$ cat config.mk
export PLATFORM = sky130hd
export DESIGN_NAME = riscv_prefetch_buffer_ot_flat
export DESIGN_NICKNAME = d
export VERILOG_FILES = /design/src/rtl/riscv_prefetch_buffer_ot_if.sv /design/src/rtl/riscv_prefetch_buffer_ot.sv /design/src/flat_wrapper.sv
export SDC_FILE = /design/constraint.sdc
export NUM_CORES = 1
export LEC_CHECK = 0
export CAP_MARGIN = 30
export CORE_ASPECT_RATIO = 0.9
export CORE_MARGIN = 2
export CORE_UTILIZATION = 55
export CTS_CLUSTER_SIZE = 16
export DETAILED_ROUTE_END_ITERATION = 6
export GPL_TIMING_DRIVEN = 1
export PLACE_DENSITY = 0.81
export SETUP_SLACK_MARGIN = 0.02
export SYNTH_ARGS = -nofsm -noshare
export SYNTH_HDL_FRONTEND = slang
export SYNTH_SLANG_ARGS = --single-unit
$ cat constraint.sdc
create_clock -name clk -period 9.71 [get_ports clk]
set_clock_uncertainty 0.1 [all_clocks]
set_input_delay 1.942 -clock clk [delete_from_list [all_inputs] [get_ports clk]]
set_output_delay 1.942 -clock clk [all_outputs]
set_load 0.005 [all_outputs]
$ cat src/rtl/riscv_prefetch_buffer_ot_if.sv
// Fetch-side and instruction-bus signals of the prefetch buffer.
// master: the prefetch buffer itself; slave: the IF stage and instruction memory around it.
interface riscv_prefetch_buffer_ot_if;
    logic        req_i;
    logic        branch_i;
    logic [31:0] branch_addr_i;
    logic        fetch_ready_i;
    logic        fetch_valid_o;
    logic [31:0] fetch_rdata_o;
    logic [31:0] fetch_addr_o;
    logic        fetch_err_o;
    logic        instr_req_o;
    logic        instr_gnt_i;
    logic [31:0] instr_addr_o;
    logic [31:0] instr_rdata_i;
    logic        instr_rvalid_i;
    logic        instr_err_i;
    logic        busy_o;

    modport master (
        input  req_i, branch_i, branch_addr_i, fetch_ready_i,
        input  instr_gnt_i, instr_rdata_i, instr_rvalid_i, instr_err_i,
        output fetch_valid_o, fetch_rdata_o, fetch_addr_o, fetch_err_o,
        output instr_req_o, instr_addr_o, busy_o
    );

    modport slave (
        output req_i, branch_i, branch_addr_i, fetch_ready_i,
        output instr_gnt_i, instr_rdata_i, instr_rvalid_i, instr_err_i,
        input  fetch_valid_o, fetch_rdata_o, fetch_addr_o, fetch_err_o,
        input  instr_req_o, instr_addr_o, busy_o
    );
endinterface

$ cat src/rtl/riscv_prefetch_buffer_ot.sv
// Instruction prefetch buffer: sequential word fetches with up to MAX_OT outstanding
// bus requests, a DEPTH-entry response FIFO, stream squash on branch and halt on bus error.
// Optional feature: define RISCV_PREFETCH_BYPASS_EN to forward a response straight to the
// fetch port when the FIFO is empty (otherwise every response is registered first).
module riscv_prefetch_buffer_ot #(
    parameter int DEPTH  = 4,
    parameter int MAX_OT = 2
) (
    input  logic                      clk,
    input  logic                      rst,
    riscv_prefetch_buffer_ot_if.master bus
);
    localparam int PW  = $clog2(DEPTH);
    localparam int CW  = $clog2(DEPTH + 1);
    localparam int OTW = $clog2(MAX_OT + 1);
    localparam int AQW = (MAX_OT > 1) ? $clog2(MAX_OT) : 1;
    localparam int SW  = $clog2(DEPTH + MAX_OT + 1);

    typedef enum logic [1:0] {IDLE, WAIT_GNT, ERR_HALT} state_e;

    state_e         state_q;
    logic           boot_q;
    logic [31:0]    addr_q;
    logic [OTW-1:0] ot_q;
    logic [OTW-1:0] ot_nxt;
    logic [OTW-1:0] discard_q;
    logic [CW-1:0]  fifo_cnt_q;
    logic [PW-1:0]  wr_ptr_q;
    logic [PW-1:0]  rd_ptr_q;
    logic [AQW-1:0] aq_wr_q;
    logic [AQW-1:0] aq_rd_q;
    logic [31:0]    rdata_mem [DEPTH];
    logic [31:0]    addr_mem  [DEPTH];
    logic           err_mem   [DEPTH];
    logic [31:0]    aq_mem    [MAX_OT];

    logic        ot_room, can_issue, req, gnt, rvalid, drop, rsp_acc, rsp_err;
    logic        head_vld, byp, fetch_vld, fetch_pop, fifo_push, fifo_pop;
    logic [31:0] req_addr, rsp_addr;
    logic [31:0] out_rdata, out_addr;
    logic        out_err;
    logic        unused_addr_lsb;

    // Wrap-around increment for the outstanding-address queue (depth need not be a power of two)
    function automatic logic [AQW-1:0] aq_inc(input logic [AQW-1:0] p);
        return (p == AQW'(MAX_OT - 1)) ? '0 : p + AQW'(1);
    endfunction

    assign unused_addr_lsb = ^bus.branch_addr_i[1:0];

    // Reservation: outstanding plus buffered words never exceed the FIFO size
    assign ot_room   = ot_q < OTW'(MAX_OT);
    assign can_issue = bus.req_i && boot_q && (state_q != ERR_HALT) && ot_room
                       && ((SW'(ot_q) + SW'(fifo_cnt_q)) < SW'(DEPTH));

    // Bus request: a branch redirects in the same cycle, otherwise the FSM state decides
    always_comb begin
        req      = 1'b0;
        req_addr = addr_q;
        if (bus.branch_i) begin
            req      = bus.req_i && ot_room;
            req_addr = {bus.branch_addr_i[31:2], 2'b00};
        end else begin
            case (state_q)
                IDLE:     req = can_issue;
                WAIT_GNT: req = 1'b1;
                default:  req = 1'b0;
            endcase
        end
    end

    assign gnt       = req && bus.instr_gnt_i;
    assign rvalid    = bus.instr_rvalid_i;
    // Responses of a squashed stream (and the one arriving with the branch) are dropped
    assign drop      = bus.branch_i || (discard_q != '0);
    assign rsp_acc   = rvalid && !drop;
    assign rsp_err   = rsp_acc && bus.instr_err_i;
    assign rsp_addr  = aq_mem[aq_rd_q];
    assign ot_nxt    = ot_q + OTW'(gnt) - OTW'(rvalid);
    assign head_vld  = fifo_cnt_q != '0;
`ifdef RISCV_PREFETCH_BYPASS_EN
    assign byp       = rsp_acc && !head_vld;
`else
    assign byp       = 1'b0;
`endif
    assign fetch_vld = !bus.branch_i && (head_vld || byp);
    assign fetch_pop = fetch_vld && bus.fetch_ready_i;
    assign fifo_pop  = fetch_pop && head_vld;
    assign fifo_push = rsp_acc && !(byp && bus.fetch_ready_i);

    // Output word: FIFO head, or the response arriving this cycle when bypassing an empty FIFO
    always_comb begin
        out_rdata = '0;
        out_addr  = '0;
        out_err   = 1'b0;
        if (head_vld) begin
            out_rdata = rdata_mem[rd_ptr_q];
            out_addr  = addr_mem[rd_ptr_q];
            out_err   = err_mem[rd_ptr_q];
        end
`ifdef RISCV_PREFETCH_BYPASS_EN
        else if (byp) begin
            out_rdata = bus.instr_rdata_i;
            out_addr  = rsp_addr;
            out_err   = bus.instr_err_i;
        end
`endif
    end

    assign bus.instr_req_o   = req;
    assign bus.instr_addr_o  = req_addr;
    assign bus.fetch_valid_o = fetch_vld;
    assign bus.fetch_rdata_o = out_rdata;
    assign bus.fetch_addr_o  = out_addr;
    assign bus.fetch_err_o   = out_err;
    assign bus.busy_o        = req || (ot_q != '0);

    // Control FSM and next sequential fetch address
    always_ff @(posedge clk or posedge rst) begin
        if (rst) begin
            state_q <= IDLE;
            addr_q  <= '0;
            boot_q  <= 1'b0;
        end else begin
            if (gnt) begin
                addr_q <= req_addr + 32'd4;
            end else if (bus.branch_i) begin
                addr_q <= req_addr;
            end
            if (bus.branch_i) begin
                boot_q  <= 1'b1;
                state_q <= (req && !gnt) ? WAIT_GNT : IDLE;
            end else if (rsp_err) begin
                state_q <= ERR_HALT;
            end else begin
                case (state_q)
                    IDLE:     if (req && !gnt) state_q <= WAIT_GNT;
                    WAIT_GNT: if (gnt) state_q <= IDLE;
                    default:  state_q <= ERR_HALT;
                endcase
            end
        end
    end

    // Outstanding / discard counters and the outstanding-address queue pointers
    always_ff @(posedge clk or posedge rst) begin
        if (rst) begin
            ot_q      <= '0;
            discard_q <= '0;
            aq_wr_q   <= '0;
            aq_rd_q   <= '0;
        end else begin
            ot_q <= ot_nxt;
            if (bus.branch_i) begin
                discard_q <= ot_q - OTW'(rvalid);
            end else if (rvalid && (discard_q != '0)) begin
                discard_q <= discard_q - OTW'(1);
            end else if (rsp_err) begin
                discard_q <= ot_nxt;
            end
            if (gnt) aq_wr_q <= aq_inc(aq_wr_q);
            if (rvalid) aq_rd_q <= aq_inc(aq_rd_q);
        end
    end

    // Response FIFO pointers and occupancy; a branch empties it
    always_ff @(posedge clk or posedge rst) begin
        if (rst) begin
            wr_ptr_q   <= '0;
            rd_ptr_q   <= '0;
            fifo_cnt_q <= '0;
        end else if (bus.branch_i) begin
            wr_ptr_q   <= '0;
            rd_ptr_q   <= '0;
            fifo_cnt_q <= '0;
        end else begin
            if (fifo_push) wr_ptr_q <= wr_ptr_q + PW'(1);
            if (fifo_pop) rd_ptr_q <= rd_ptr_q + PW'(1);
            fifo_cnt_q <= fifo_cnt_q + CW'(fifo_push) - CW'(fifo_pop);
        end
    end

    // Storage: granted addresses and buffered responses
    always_ff @(posedge clk) begin
        if (gnt) aq_mem[aq_wr_q] <= req_addr;
        if (fifo_push) begin
            rdata_mem[wr_ptr_q] <= bus.instr_rdata_i;
            addr_mem[wr_ptr_q]  <= rsp_addr;
            err_mem[wr_ptr_q]   <= bus.instr_err_i;
        end
    end
endmodule
$ cat src/flat_wrapper.sv
// flat-port wrapper written by rule: the top's interface ports become plain ports
module riscv_prefetch_buffer_ot_flat 
#(
    parameter int DEPTH  = 4,
    parameter int MAX_OT = 2
)
  (clk, rst, bus_req_i, bus_branch_i, bus_branch_addr_i, bus_fetch_ready_i, bus_instr_gnt_i, bus_instr_rdata_i, bus_instr_rvalid_i, bus_instr_err_i, bus_fetch_valid_o, bus_fetch_rdata_o, bus_fetch_addr_o, bus_fetch_err_o, bus_instr_req_o, bus_instr_addr_o, bus_busy_o);
  riscv_prefetch_buffer_ot_if bus_i ();
  input  logic clk;
  input  logic rst;
  input wire logic [$bits(bus_i.req_i)-1:0] bus_req_i;
  input wire logic [$bits(bus_i.branch_i)-1:0] bus_branch_i;
  input wire logic [$bits(bus_i.branch_addr_i)-1:0] bus_branch_addr_i;
  input wire logic [$bits(bus_i.fetch_ready_i)-1:0] bus_fetch_ready_i;
  input wire logic [$bits(bus_i.instr_gnt_i)-1:0] bus_instr_gnt_i;
  input wire logic [$bits(bus_i.instr_rdata_i)-1:0] bus_instr_rdata_i;
  input wire logic [$bits(bus_i.instr_rvalid_i)-1:0] bus_instr_rvalid_i;
  input wire logic [$bits(bus_i.instr_err_i)-1:0] bus_instr_err_i;
  output wire logic [$bits(bus_i.fetch_valid_o)-1:0] bus_fetch_valid_o;
  output wire logic [$bits(bus_i.fetch_rdata_o)-1:0] bus_fetch_rdata_o;
  output wire logic [$bits(bus_i.fetch_addr_o)-1:0] bus_fetch_addr_o;
  output wire logic [$bits(bus_i.fetch_err_o)-1:0] bus_fetch_err_o;
  output wire logic [$bits(bus_i.instr_req_o)-1:0] bus_instr_req_o;
  output wire logic [$bits(bus_i.instr_addr_o)-1:0] bus_instr_addr_o;
  output wire logic [$bits(bus_i.busy_o)-1:0] bus_busy_o;
  assign bus_i.req_i = bus_req_i;
  assign bus_i.branch_i = bus_branch_i;
  assign bus_i.branch_addr_i = bus_branch_addr_i;
  assign bus_i.fetch_ready_i = bus_fetch_ready_i;
  assign bus_i.instr_gnt_i = bus_instr_gnt_i;
  assign bus_i.instr_rdata_i = bus_instr_rdata_i;
  assign bus_i.instr_rvalid_i = bus_instr_rvalid_i;
  assign bus_i.instr_err_i = bus_instr_err_i;
  assign bus_fetch_valid_o = bus_i.fetch_valid_o;
  assign bus_fetch_rdata_o = bus_i.fetch_rdata_o;
  assign bus_fetch_addr_o = bus_i.fetch_addr_o;
  assign bus_fetch_err_o = bus_i.fetch_err_o;
  assign bus_instr_req_o = bus_i.instr_req_o;
  assign bus_instr_addr_o = bus_i.instr_addr_o;
  assign bus_busy_o = bus_i.busy_o;
  riscv_prefetch_buffer_ot #(.DEPTH(DEPTH), .MAX_OT(MAX_OT)) u_core (.clk(clk), .rst(rst), .bus(bus_i));
endmodule
==> results.json <==
{
  "crit_path_end_kind": "output pin",
  "maxCapViolCount": 0,
  "rsz0062_at_grt": "no",
  "die_x_um": 180,
  "final-setup-viol-count": 0,
  "synth_top_area_frac": 0.634,
  "yosys_register_bits": 372,
  "grt_max_degree": 59,
  "worstMarginPinSlew_ns": 0.961,
  "ant_nets": 0,
  "numCtsBuffers": 38,
  "viasPerCell": 5.81,
  "dp.cells": 1331,
  "slew_violations": 0,
  "htree_levels": 2,
  "cp.required_ns": 7.67,
  "place_area_um2": 17500,
  "final_common_cell": "edfxtp_1",
  "syn_area_um2": 15300,
  "remaining_drc_errors": 0,
  "hold_path_class": "reg -> reg",
  "cts_setup_buffers": 0,
  "cp.arrival_ns": 4.57,
  "drive_gt1_frac": 0.209,
  "cts-root-buf": "clkbuf_16",
  "antenna_found_initial": 1,
  "synth-edff-count": 324,
  "track_usage": 0.218,
  "start_util": 0.564,
  "synth_area_leaders": "edfxtp_1, mux4_2, dfrtp_1",
  "ir_worst_vdd_v": 0.000141,
  "dieArea_um2": 29200,
  "syn_inst": 833,
  "hold_violations": 0,
  "met2_usage": 0.352,
  "ys_types": 67,
  "fin_cells": 1400,
  "die_height_um": 162,
  "power_density_nw_per_um2": 260,
  "relSlewSlack": 0.358,
  "cts_sinks": 372,
  "overflow": 0,
  "drtPass1Iterations": 5,
  "row_count": 57,
  "layout_common_cells": "edfxtp_1, clkdlybuf4s50_1, and2_1",
  "clock_latency_ns": 0.52,
  "tns_ns": 0,
  "wl_mm": 31.1,
  "final_min_period_over_clock_period": 0.681,
  "path_clk_slew_ns": 0.06,
  "start_kind": "input pin",
  "wl_per_cell_um": 22.2,
  "power_leakage_nw": 6.37,
  "grt_pass1_wl_mm": 48.8,
  "syn_to_final_growth_pct": 22.8,
  "fmax_mhz": 151,
  "ctsLongestPathBuffers": 3,
  "dp_hpwl_mm": 18.6,
  "core_um2": 27200,
  "status": "finished clean",
  "yosys_warnings": 0,
  "nNetsFinal": 1100,
  "cts_hold_buf": 0,
  "finalInstanceArea_um2": 18800,
  "ios": 172,
  "async_flop_share": 0.129,
  "drt-initial-drc-count": 561,
  "worstPathMaxFanout": 40,
  "yosysSeqAreaShare": 0.713,
  "critical_path_class": "in -> out",
  "avgSynthCellArea_um2": 18.4,
  "busiest_layer": "met2",
  "synth_flop_cell": "edfxtp_1",
  "tritoncts": "yes",
  "via_count": 8133,
  "gp_congestion": 0.815,
  "yosysTopAreaCell": "edfxtp_1",
  "fill_cells": 1713,
  "grt_pass1_vias": 8743,
  "diodes": 0,
  "met3_usage": 0.0434,
  "ctsResizeCount": 0,
  "syn_nets": 916,
  "port_buffers": 169,
  "layout_min_cycle_time_ns": 6.62,
  "use_met1": 0.303
}
==> power breakdown <==
part / switching (mW) / total, mW / internal, mW
clock network: 0.581 / 1.51 / 0.927
registers: 0.0883 / 2.04 / 1.95
logic: 0.623 / 1.35 / 0.724
total: 1.29 / 4.90 / 3.60
==> final timing paths <==
check / startpoint / endpoint / slack, ns / cells after the start
max in group asynchronous: rst / u_core.rd_ptr_q[1]$_DFFE_PP0P_ / 7.15 / 3
max: bus_branch_i / bus_busy_o / 3.09 / 7
min in group asynchronous: rst / u_core.addr_q[8]$_DFFE_PP0P_ / 1.84 / 3
max reg2reg: u_core.fifo_cnt_q[2]$_DFF_PP0_ / u_core.fifo_cnt_q[2]$_DFF_PP0_ / 6.48 / 11
min reg2reg: u_core.aq_rd_q$_DFFE_PP0P_ / u_core.aq_rd_q$_DFFE_PP0P_ / 0.37 / 1
min: u_core.aq_rd_q$_DFFE_PP0P_ / u_core.aq_rd_q$_DFFE_PP0P_ / 0.37 / 1
==> routing by layer <==
layer,part of all wire,vias up
li1,-,3607
met1,0.44,4159
met2,0.48,306
met3,0.064,59
met4,0.022,2
met5,0.00042,-
==> sequential cells by signal, summed over array words and instances (netlist names) <==
| register | flops |
|---|---|
| u_core.aq_mem | 64 |
| u_core.ot_q | 2 |
| u_core.aq_wr_q | 1 |
| u_core.discard_q | 2 |
| u_core.state_q | 2 |
| u_core.addr_q | 32 |
| u_core.aq_rd_q | 1 |
| u_core.wr_ptr_q | 2 |
| u_core.err_mem | 4 |
| u_core.addr_mem | 128 |
| u_core.boot_q | 1 |
| u_core.fifo_cnt_q | 3 |
| u_core.rd_ptr_q | 2 |
| u_core.rdata_mem | 128 |
==> through the flow <==
| stage | setup slack (ns) | hold slack, ns | util | total power, mW |
|---|---|---|---|---|
| floorplan | 4.59 | 0.356 | - | 2.79 |
| global route | 2.95 | 0.389 | 0.693 | 5.11 |
| CTS | 3.11 | 0.371 | 0.693 | 4.95 |
| finish | 3.09 | 0.369 | 0.693 | 4.90 |
| detailed placement | 3.15 | 0.359 | 0.645 | 3.43 |
| global placement | 3.16 | 0.358 | 0.639 | 3.38 |
==> worst max-delay path, stage by stage <==
cell and delay, ns:
buf_2 0.58, buf_4 0.54, inv_1 0.34, a32oi_1 0.25, o21bai_1 0.11, or3_1 0.31
clkdlybuf4s50_1 0.46
==> layout make-up <==
class	count	area, um^2	share of cell area
multi-input combinational	401	4150	0.221
tap	354	443	0.0235
timing repair buffer	182	1900	0.101
sequential	372	10900	0.581
clock buffer	53	1100	0.0585
clock inverter	16	211	0.0112
inverter	22	82.6	0.00439
==> cells by family after synthesis <==
kind of cell	Yosys count	synth area share
AO/OA/AOI/OAI	31	0.0171
AND/OR/NAND/NOR	196	0.0816
buffers and inverters	60	0.0176
flip-flops	372	0.713
multiplexers	126	0.140
XOR/XNOR	37	0.0211
adder cells (fa/ha/maj)	11	0.00946
==> Yosys cell counts (2+ instances only) <==
| master | instances |
|---|---|
| ha_1 | 10 |
| nand4b_4 | 2 |
| nand4_1 | 7 |
| nor2b_1 | 8 |
| mux2_2 | 52 |
| buf_4 | 2 |
| mux4_2 | 65 |
| nand3b_4 | 2 |
| or3_1 | 4 |
| and2_1 | 73 |
| mux2i_1 | 8 |
| nor2_1 | 23 |
| a31oi_1 | 4 |
| dfrtp_1 | 48 |
| o211a_1 | 2 |
| nand2_1 | 28 |
| clkbuf_1 | 20 |
| xor2_1 | 19 |
| edfxtp_1 | 324 |
| nor4_2 | 3 |
| inv_1 | 20 |
| o21ai_0 | 4 |
| a21oi_1 | 4 |
| nand3_1 | 11 |
| nor3_1 | 13 |
| buf_2 | 12 |
| nor3b_1 | 2 |
| and3_1 | 3 |
| buf_6 | 3 |
| xnor2_1 | 18 |
| nor4_4 | 3 |
No activity file was read; power rests on OpenSTA's default activity.
